--- src/rtl/clock_divider_prog.sv ---
// clock_divider_prog: N-channel programmable clock and tick generator.
// New period/high settings are staged and applied only at wrap or while disabled.
module clock_divider_prog #(
  parameter int unsigned N_CH = 4,
  parameter int unsigned CNT_W = 32,
  parameter logic [CNT_W-1:0] DEFAULT_PERIOD = 5_000_000,
  parameter logic [CNT_W-1:0] DEFAULT_HIGH = 2_500_000
) (
  input  logic                  clk,
  input  logic                  rst_n,
  input  logic [N_CH-1:0]       en,
  input  logic [N_CH*CNT_W-1:0] cfg_period,
  input  logic [N_CH*CNT_W-1:0] cfg_high,
  input  logic [N_CH-1:0]       cfg_load,
  output logic [N_CH-1:0]       cfg_pending,
  output logic [N_CH-1:0]       clk_out,
  output logic [N_CH-1:0]       tick
);

  typedef enum logic {ST_IDLE, ST_RUN} state_e;

  localparam logic [CNT_W-1:0] ONE = CNT_W'(1);

  for (genvar i = 0; i < N_CH; i++) begin : g_ch
    state_e           st_q, st_d;
    logic [CNT_W-1:0] cnt_q, cnt_d;
    logic [CNT_W-1:0] act_p_q, act_p_d;
    logic [CNT_W-1:0] act_h_q, act_h_d;
    logic [CNT_W-1:0] pend_p_q, pend_p_d;
    logic [CNT_W-1:0] pend_h_q, pend_h_d;
    logic             pend_q, pend_d;
    logic             clk_q, clk_d;
    logic             tick_q, tick_d;
    logic [CNT_W-1:0] req_p, req_h;
    logic [CNT_W-1:0] per, per_m1, hi;
    logic             start, at_wrap, step_c, apply;

    assign req_p = cfg_period[i*CNT_W +: CNT_W];
    assign req_h = cfg_high[i*CNT_W +: CNT_W];

    // A zero period behaves as one; high time saturates at the period.
    assign per    = (act_p_q == '0) ? ONE : act_p_q;
    assign per_m1 = per - ONE;
    assign hi     = (act_h_q > per) ? per : act_h_q;

    assign start   = en[i] && (st_q == ST_IDLE);
    assign at_wrap = en[i] && (st_q == ST_RUN) && (cnt_q == per_m1);
    assign step_c  = en[i] && (st_q == ST_RUN) && (cnt_q != per_m1);
    assign apply   = at_wrap || !en[i];

    always_ff @(posedge clk or negedge rst_n) begin
      if (!rst_n) begin
        st_q     <= ST_IDLE;
        cnt_q    <= '0;
        act_p_q  <= DEFAULT_PERIOD;
        act_h_q  <= DEFAULT_HIGH;
        pend_p_q <= '0;
        pend_h_q <= '0;
        pend_q   <= 1'b0;
        clk_q    <= 1'b0;
        tick_q   <= 1'b0;
      end else begin
        st_q     <= st_d;
        cnt_q    <= cnt_d;
        act_p_q  <= act_p_d;
        act_h_q  <= act_h_d;
        pend_p_q <= pend_p_d;
        pend_h_q <= pend_h_d;
        pend_q   <= pend_d;
        clk_q    <= clk_d;
        tick_q   <= tick_d;
      end
    end

    always_comb begin
      st_d = en[i] ? ST_RUN : ST_IDLE;
    end

    // Same-edge load wins over an older staged value.
    always_comb begin
      act_p_d  = act_p_q;
      act_h_d  = act_h_q;
      pend_p_d = pend_p_q;
      pend_h_d = pend_h_q;
      pend_d   = pend_q;
      if (apply) begin
        if (cfg_load[i]) begin
          act_p_d = req_p;
          act_h_d = req_h;
        end else if (pend_q) begin
          act_p_d = pend_p_q;
          act_h_d = pend_h_q;
        end
        pend_d = 1'b0;
      end else if (cfg_load[i]) begin
        pend_p_d = req_p;
        pend_h_d = req_h;
        pend_d   = 1'b1;
      end
    end

    always_comb begin
      cnt_d  = '0;
      tick_d = 1'b0;
      clk_d  = 1'b0;
      unique case (1'b1)
        !en[i]: begin
          cnt_d = '0;
        end
        start: begin
          tick_d = 1'b1;
          clk_d  = (act_h_q != '0);
        end
        at_wrap: begin
          tick_d = 1'b1;
          clk_d  = (act_h_d != '0);
        end
        step_c: begin
          cnt_d = cnt_q + ONE;
          clk_d = ((cnt_q + ONE) < hi);
        end
        default: begin
          cnt_d = '0;
        end
      endcase
    end

    assign cfg_pending[i] = pend_q;
    assign clk_out[i]     = clk_q;
    assign tick[i]        = tick_q;
  end

endmodule

--- config.mk ---
export PLATFORM = sky130hd
export DESIGN_NAME = clock_divider_prog
export DESIGN_NICKNAME = d
export VERILOG_FILES = /design/src/rtl/clock_divider_prog.sv
export SDC_FILE = /design/constraint.sdc
export NUM_CORES = 2
export LEC_CHECK = 0
export ABC_CLOCK_PERIOD_IN_PS = 14500
export CORE_MARGIN = 5
export CORE_UTILIZATION = 60
export DETAILED_ROUTE_END_ITERATION = 10
export GPL_TIMING_DRIVEN = 0
export PLACE_DENSITY_LB_ADDON = 0.25
export SETUP_SLACK_MARGIN = 0.1
export SKIP_CTS_REPAIR_TIMING = 1
export SLEW_MARGIN = 10
export SYNTH_ARGS = -nofsm -noshare
export SYNTH_HDL_FRONTEND = slang
export SYNTH_SLANG_ARGS = --single-unit
--- constraint.sdc ---
create_clock -name clk -period 14.5 [get_ports clk]
set_input_delay 2.9 -clock clk [delete_from_list [all_inputs] [get_ports clk]]
set_output_delay 2.9 -clock clk [all_outputs]
set_load 0.1 [all_outputs]
Word level (Yosys, flattened, before mapping)
Index checks and enable logic that the tools add are counted.
- add/subtract/negate cells: 8
- equal/unequal tests: 8
- bitwise operators: 8
- order comparisons: 8
- reductions and logical operators: 56
- mux-type cells: 52
- operator list (kind ; count):
    2-to-1 mux 32 bit ; 32
    nonzero test 32 bit ; 8
    adder 32 x 1 -> 32 bit, second input constant ; 4
    equality test 32 bit ; 4
    > comparator 32 bit ; 4
    zero test 32 bit ; 4
    less-than comparator 32 bit ; 4
    != test 32 bit ; 4
    subtractor 32 x 1 -> 32 bit, second input constant ; 4
    logical AND 1 bit ; 16
    2-to-1 mux 1 bit ; 16
    AND reduction 2 bit ; 8
    nonzero test 2 bit ; 8
    one-hot mux 1 bit (3 select lines) ; 4
    inverter 1 bit ; 8
    OR reduction 2 bit ; 4
    zero test 1 bit ; 4
    logical OR 1 bit ; 4
- flip-flop bits (word level): 656
- output and inout port bits: 12
- word-level logic and storage cells: 176

Longest topological paths before layout
- word-level depth: 9
- mapped depth: 35
- depth with buffers taken out: 30

Worst setup path after synthesis
No wires, ideal clock.
- path type: register -> register
- start point: register g_ch[3].act_p_q[23]
- end point: register g_ch[3].clk_q
- path slack: 8.595 ns
- data required time: 14.382 ns
- clock period less this slack: 5.905 ns
- cell stages (with the launch flop): 35
- buffers on the path: 5
- setup time: 0.118 ns
- data arrival time: 5.787 ns
- path through: dfrtp_1 > buf_2 > or4_1 > clkbuf_1 > nor3_1 > clkbuf_1 > a31o_2 > ha_1 > nor2b_1 > o21a_1 > o21a_1 > o21a_1 > o21a_1 > o21ai_0 > a21oi_1 > a2111oi_0 > o21ai_0 > and2_0 > clkbuf_1 > buf_1 > nor2_1 > a21oi_1 > ha_1 > nor2b_1 > o21ai_0 > nand2b_1 > a21oi_1 > nor2b_1 > o21ai_0 > nand2b_1 > a21oi_1 > or3_1 > nand4_1 > o22ai_1 > a21o_1
- longest elaborated chain between the ends: 9
- elaborated cells on any way between the ends: 14
- those cells by class: 1 x add/sub; 2 x order compare; 2 x eq/ne; 4 x mux; 5 x reduce/logical
- ends and longest elaborated chain (element ; RTL line ; source):
    from (decl) ; 27 ; logic [CNT_W-1:0] act_p_q, act_p_d;
    from (signal assigned) ; 65 ; act_p_q <= act_p_d;
    zero test 32 bit ; 42 ; assign per = (act_p_q == '0) ? ONE : act_p_q;
    2-to-1 mux 32 bit (*) ; 42 ;
    subtractor 32 x 1 -> 32 bit ; 43 ; assign per_m1 = per - ONE;
    equality test 32 bit ; 47 ; assign at_wrap = en[i] && (st_q == ST_RUN) && (cnt_q == per_m1);
    logical AND 1 bit ; 47 ;
    logical OR 1 bit ; 49 ; assign apply = at_wrap || !en[i];
    2-to-1 mux 32 bit ; 86 ; if (apply) begin
    nonzero test 32 bit ; 116 ; clk_d = (act_h_d != '0);
    one-hot mux 1 bit (3 select lines) (*) ; 106 ; unique case (1'b1)
    net g_ch[3].clk_d ; 32 ; logic clk_q, clk_d;
    to (signal assigned) ; 70 ; clk_q <= clk_d;
    to (decl) ; 32 ;
The timed path passes the listed nets; every way through them passes the cells marked *.
A chain may end at the register's enable or synchronous reset.

Worst setup path after layout
- start point: register g_ch[3].act_p_q[25]
- end point: register g_ch[3].clk_q
Same word-level chain as after synthesis.

==> flow_summary.ini <==
[run_status]
status = completed

[logic_synthesis]
synth_top_area_share = 0.349
syn_nets = 5070
ys_async_sr_fraction = 1.00
synth_edf_count = 0
ys.warnings.count = 0
syn-cell-area_mm2 = 0.0425
syn_inst = 4548
avgSynthCellArea_um2 = 9.34
synth_area_leader_cell = dfrtp_1
synth.distinct_cells = 92
synth-main-ff-cell = dfrtp_1
seq_area_frac_synth = 0.388
ys_ff_latch = 656
synth_area_leaders = dfrtp_1, ha_1, mux2_2

[sta]
fin_worst_skew_ns = 0.0268
rsz0062_at_grt = false
finalMaxSlewViolations = 0
finalSetupViolations = 0
finalSetupTns_ns = 0
hold_violations = 0
period_share = 0.537
max-slew-margin-rel = 0.121
max_freq_mhz = 128
tightest_slew_ns = 1.31
fin_crit_ns = 7.79

[critical_path]
cp_slowest_cell = nor4_1
critical_path.max_stage_delay_ns = 0.78
criticalPathCategory = flip-flop to flip-flop
r2r-start = g_ch[3].act_p_q[25]
path_buf_inv = 5
arrival_ns = 8.29
startpoint = g_ch[3].act_p_q[25]
crit_family = compound AO/OA/AOI/OAI gates
crit_path_start_kind = flip-flop
crit_fanout = 10
cp.required_ns = 15.01
r2r_setup_slack_ns = 6.71
critPathCaptureType = flip-flop

[placement]
place.gp.congestion = 0.953
dp_hpwl_um = 97700
dpl.cell_count = 5770
port_buffers = 276

[cts]
cts_tree = built
cts_made_buffers = 73
clkTransAtPathRegs_ns = 0.06
ctsLongestPathBuffers = 3
cts_root_buf = clkbuf_16
htree_levels = 3
clock_sinks = 656
worstSkewPairLatency_ns = 0.62

[final_layout]
fin_cells = 5907
area_delta_synth_final_pct = 15.5
drive_above_1_share = 0.101
fin_nets = 5427
final_common_cell = dfrtp_1
layout_common_cells = dfrtp_1, nand2_1, nor2_1

[global_routing]
antenna_found_initial = 9
grt_use_total = 0.326
grt_pass1_wl_um = 205000
grt-ovfl-total = 0
grt_pass1_vias = 36959
grt_max_degree = 109

[min_path]
hold_start = g_ch[0].pend_p_q[5]
hold_class = flip-flop to flip-flop

[drt]
drt_iter0_drc = 3724
vias = 37694
wirelength_um = 130000
post-route-drc-count = 0
routed_via_density = 6.38
drtPass1Iterations = 8
routedWlPerCell_um = 22.0
drtAntennaViolNets = 0

[job]
drv_cap = 0

[floorplanning]
start_util = 0.605
core_mm2 = 0.0701
pin_count = 278
die_w_um = 276
dieArea_mm2 = 0.0762
die_h_um = 276
rows = 97

[power]
peakVddDrop_v = 0.000114
p_leak_nw = 21.4
total_power_mw = 5.91
powerDensity_mw_per_mm2 = 121
==> final cells by class <==
| cell class | count | area, um^2 |
|---|---|---|
| Antenna cell | 4 | 10.0 |
| Clock buffer | 109 | 2160 |
| Sequential cell | 656 | 16500 |
| Tap cell | 940 | 1180 |
| Timing Repair Buffer | 282 | 2930 |
| Buffer | 260 | 1070 |
| Multi-Input combinational cell | 3433 | 24200 |
| Clock inverter | 24 | 302 |
| Fill cell | 5575 | 21100 |
| Inverter | 199 | 747 |
==> routing by layer <==
| layer | up-vias | wire length [um] | GRT usage |
|---|---|---|---|
| met2 | 1681 | 59400 | 0.527 |
| li1 | 17321 | - | - |
| met1 | 18341 | 55600 | 0.451 |
| met5 | - | 46 | 0 |
| met3 | 343 | 9970 | 0.0564 |
| met4 | 8 | 4980 | 0.111 |
==> synthesized netlist by cell type, drive strengths merged, types with 8 or more instances <==
cell type,instances
o21a,21
nand3,121
xnor2,148
a2111oi,18
xor2,111
a31oi,22
o2bb2ai,13
nor2,310
ha,256
buf,54
dfstp,64
o32ai,10
nand4,113
inv,197
or4,20
o21ai,249
nor3,109
a22oi,96
nand2b,38
a41oi,8
and3,38
and4,19
a211o,24
and2,46
o221ai,26
o31ai,16
a32oi,11
mux2i,166
nor4,99
o211ai,23
a211oi,16
or3,32
o22ai,66
nand2,341
clkbuf,206
a21oi,220
o2111ai,11
dfrtp,592
a21o,87
mux2,235
nor2b,164
or2,11
==> state kept, by name (all words and copies together) (netlist names) <==
name,flops
g_ch.act_h_q,128
g_ch.act_p_q,128
g_ch.clk_q,4
g_ch.cnt_q,128
g_ch.pend_h_q,128
g_ch.pend_p_q,128
g_ch.pend_q,4
g_ch.st_q,4
g_ch.tick_q,4
==> worst reg2reg max path, delay by kind of cell (launching register included) <==
kind,cells,cell delay (ns)
flops,1,0.36
compound gates,14,2.87
buf+inv,5,1.60
fa+ha+maj,2,0.50
simple gates,9,2.35
==> cell families (layout without fill, tap and decap cells) <==
family / after synthesis / count (layout) / synth area share
AO/OA/AOI/OAI: 1026 / 1026 / 0.159
XOR/XNOR: 259 / 259 / 0.0534
adder cells (fa/ha/maj): 256 / 256 / 0.0754
buffers and inverters: 459 / 874 / 0.0428
flip-flops: 656 / 656 / 0.388
multiplexers: 401 / 401 / 0.101
other: 0 / 4 / 0
AND/OR/NAND/NOR: 1491 / 1491 / 0.179
==> stage by stage <==
step           setup WS (ns)   util  instance area, um^2  hold WS [ns]
3_3_place_gp          -19.03  0.662                46400         0.477
5_1_grt                 6.52  0.699                49000         0.512
3_5_place_dp            7.01  0.664                46600         0.491
6_report                6.71  0.699                49000         0.503
2_1_floorplan           8.59      -                42500         0.470
4_1_cts                 7.01  0.699                49000         0.504
==> power breakdown <==
part	total, mW	switching [mW]	internal [mW]
registers	2.36	0.280	2.08
clock network	1.93	0.795	1.14
logic	1.62	0.921	0.698
total	5.91	2.00	3.92
==> worst paths after layout <==
kind	end	cells past startpoint
hold reg to reg	g_ch[0].pend_p_q[5]	1
setup reg to reg	g_ch[3].clk_q	30
max in group asynchronous	g_ch[1].pend_p_q[2]	3
hold / removal	g_ch[0].pend_p_q[5]	1
setup / recovery	g_ch[3].clk_q	30
min in group asynchronous	g_ch[3].pend_h_q[3]	1
Note: power is estimated with default switching activity, not from simulation.
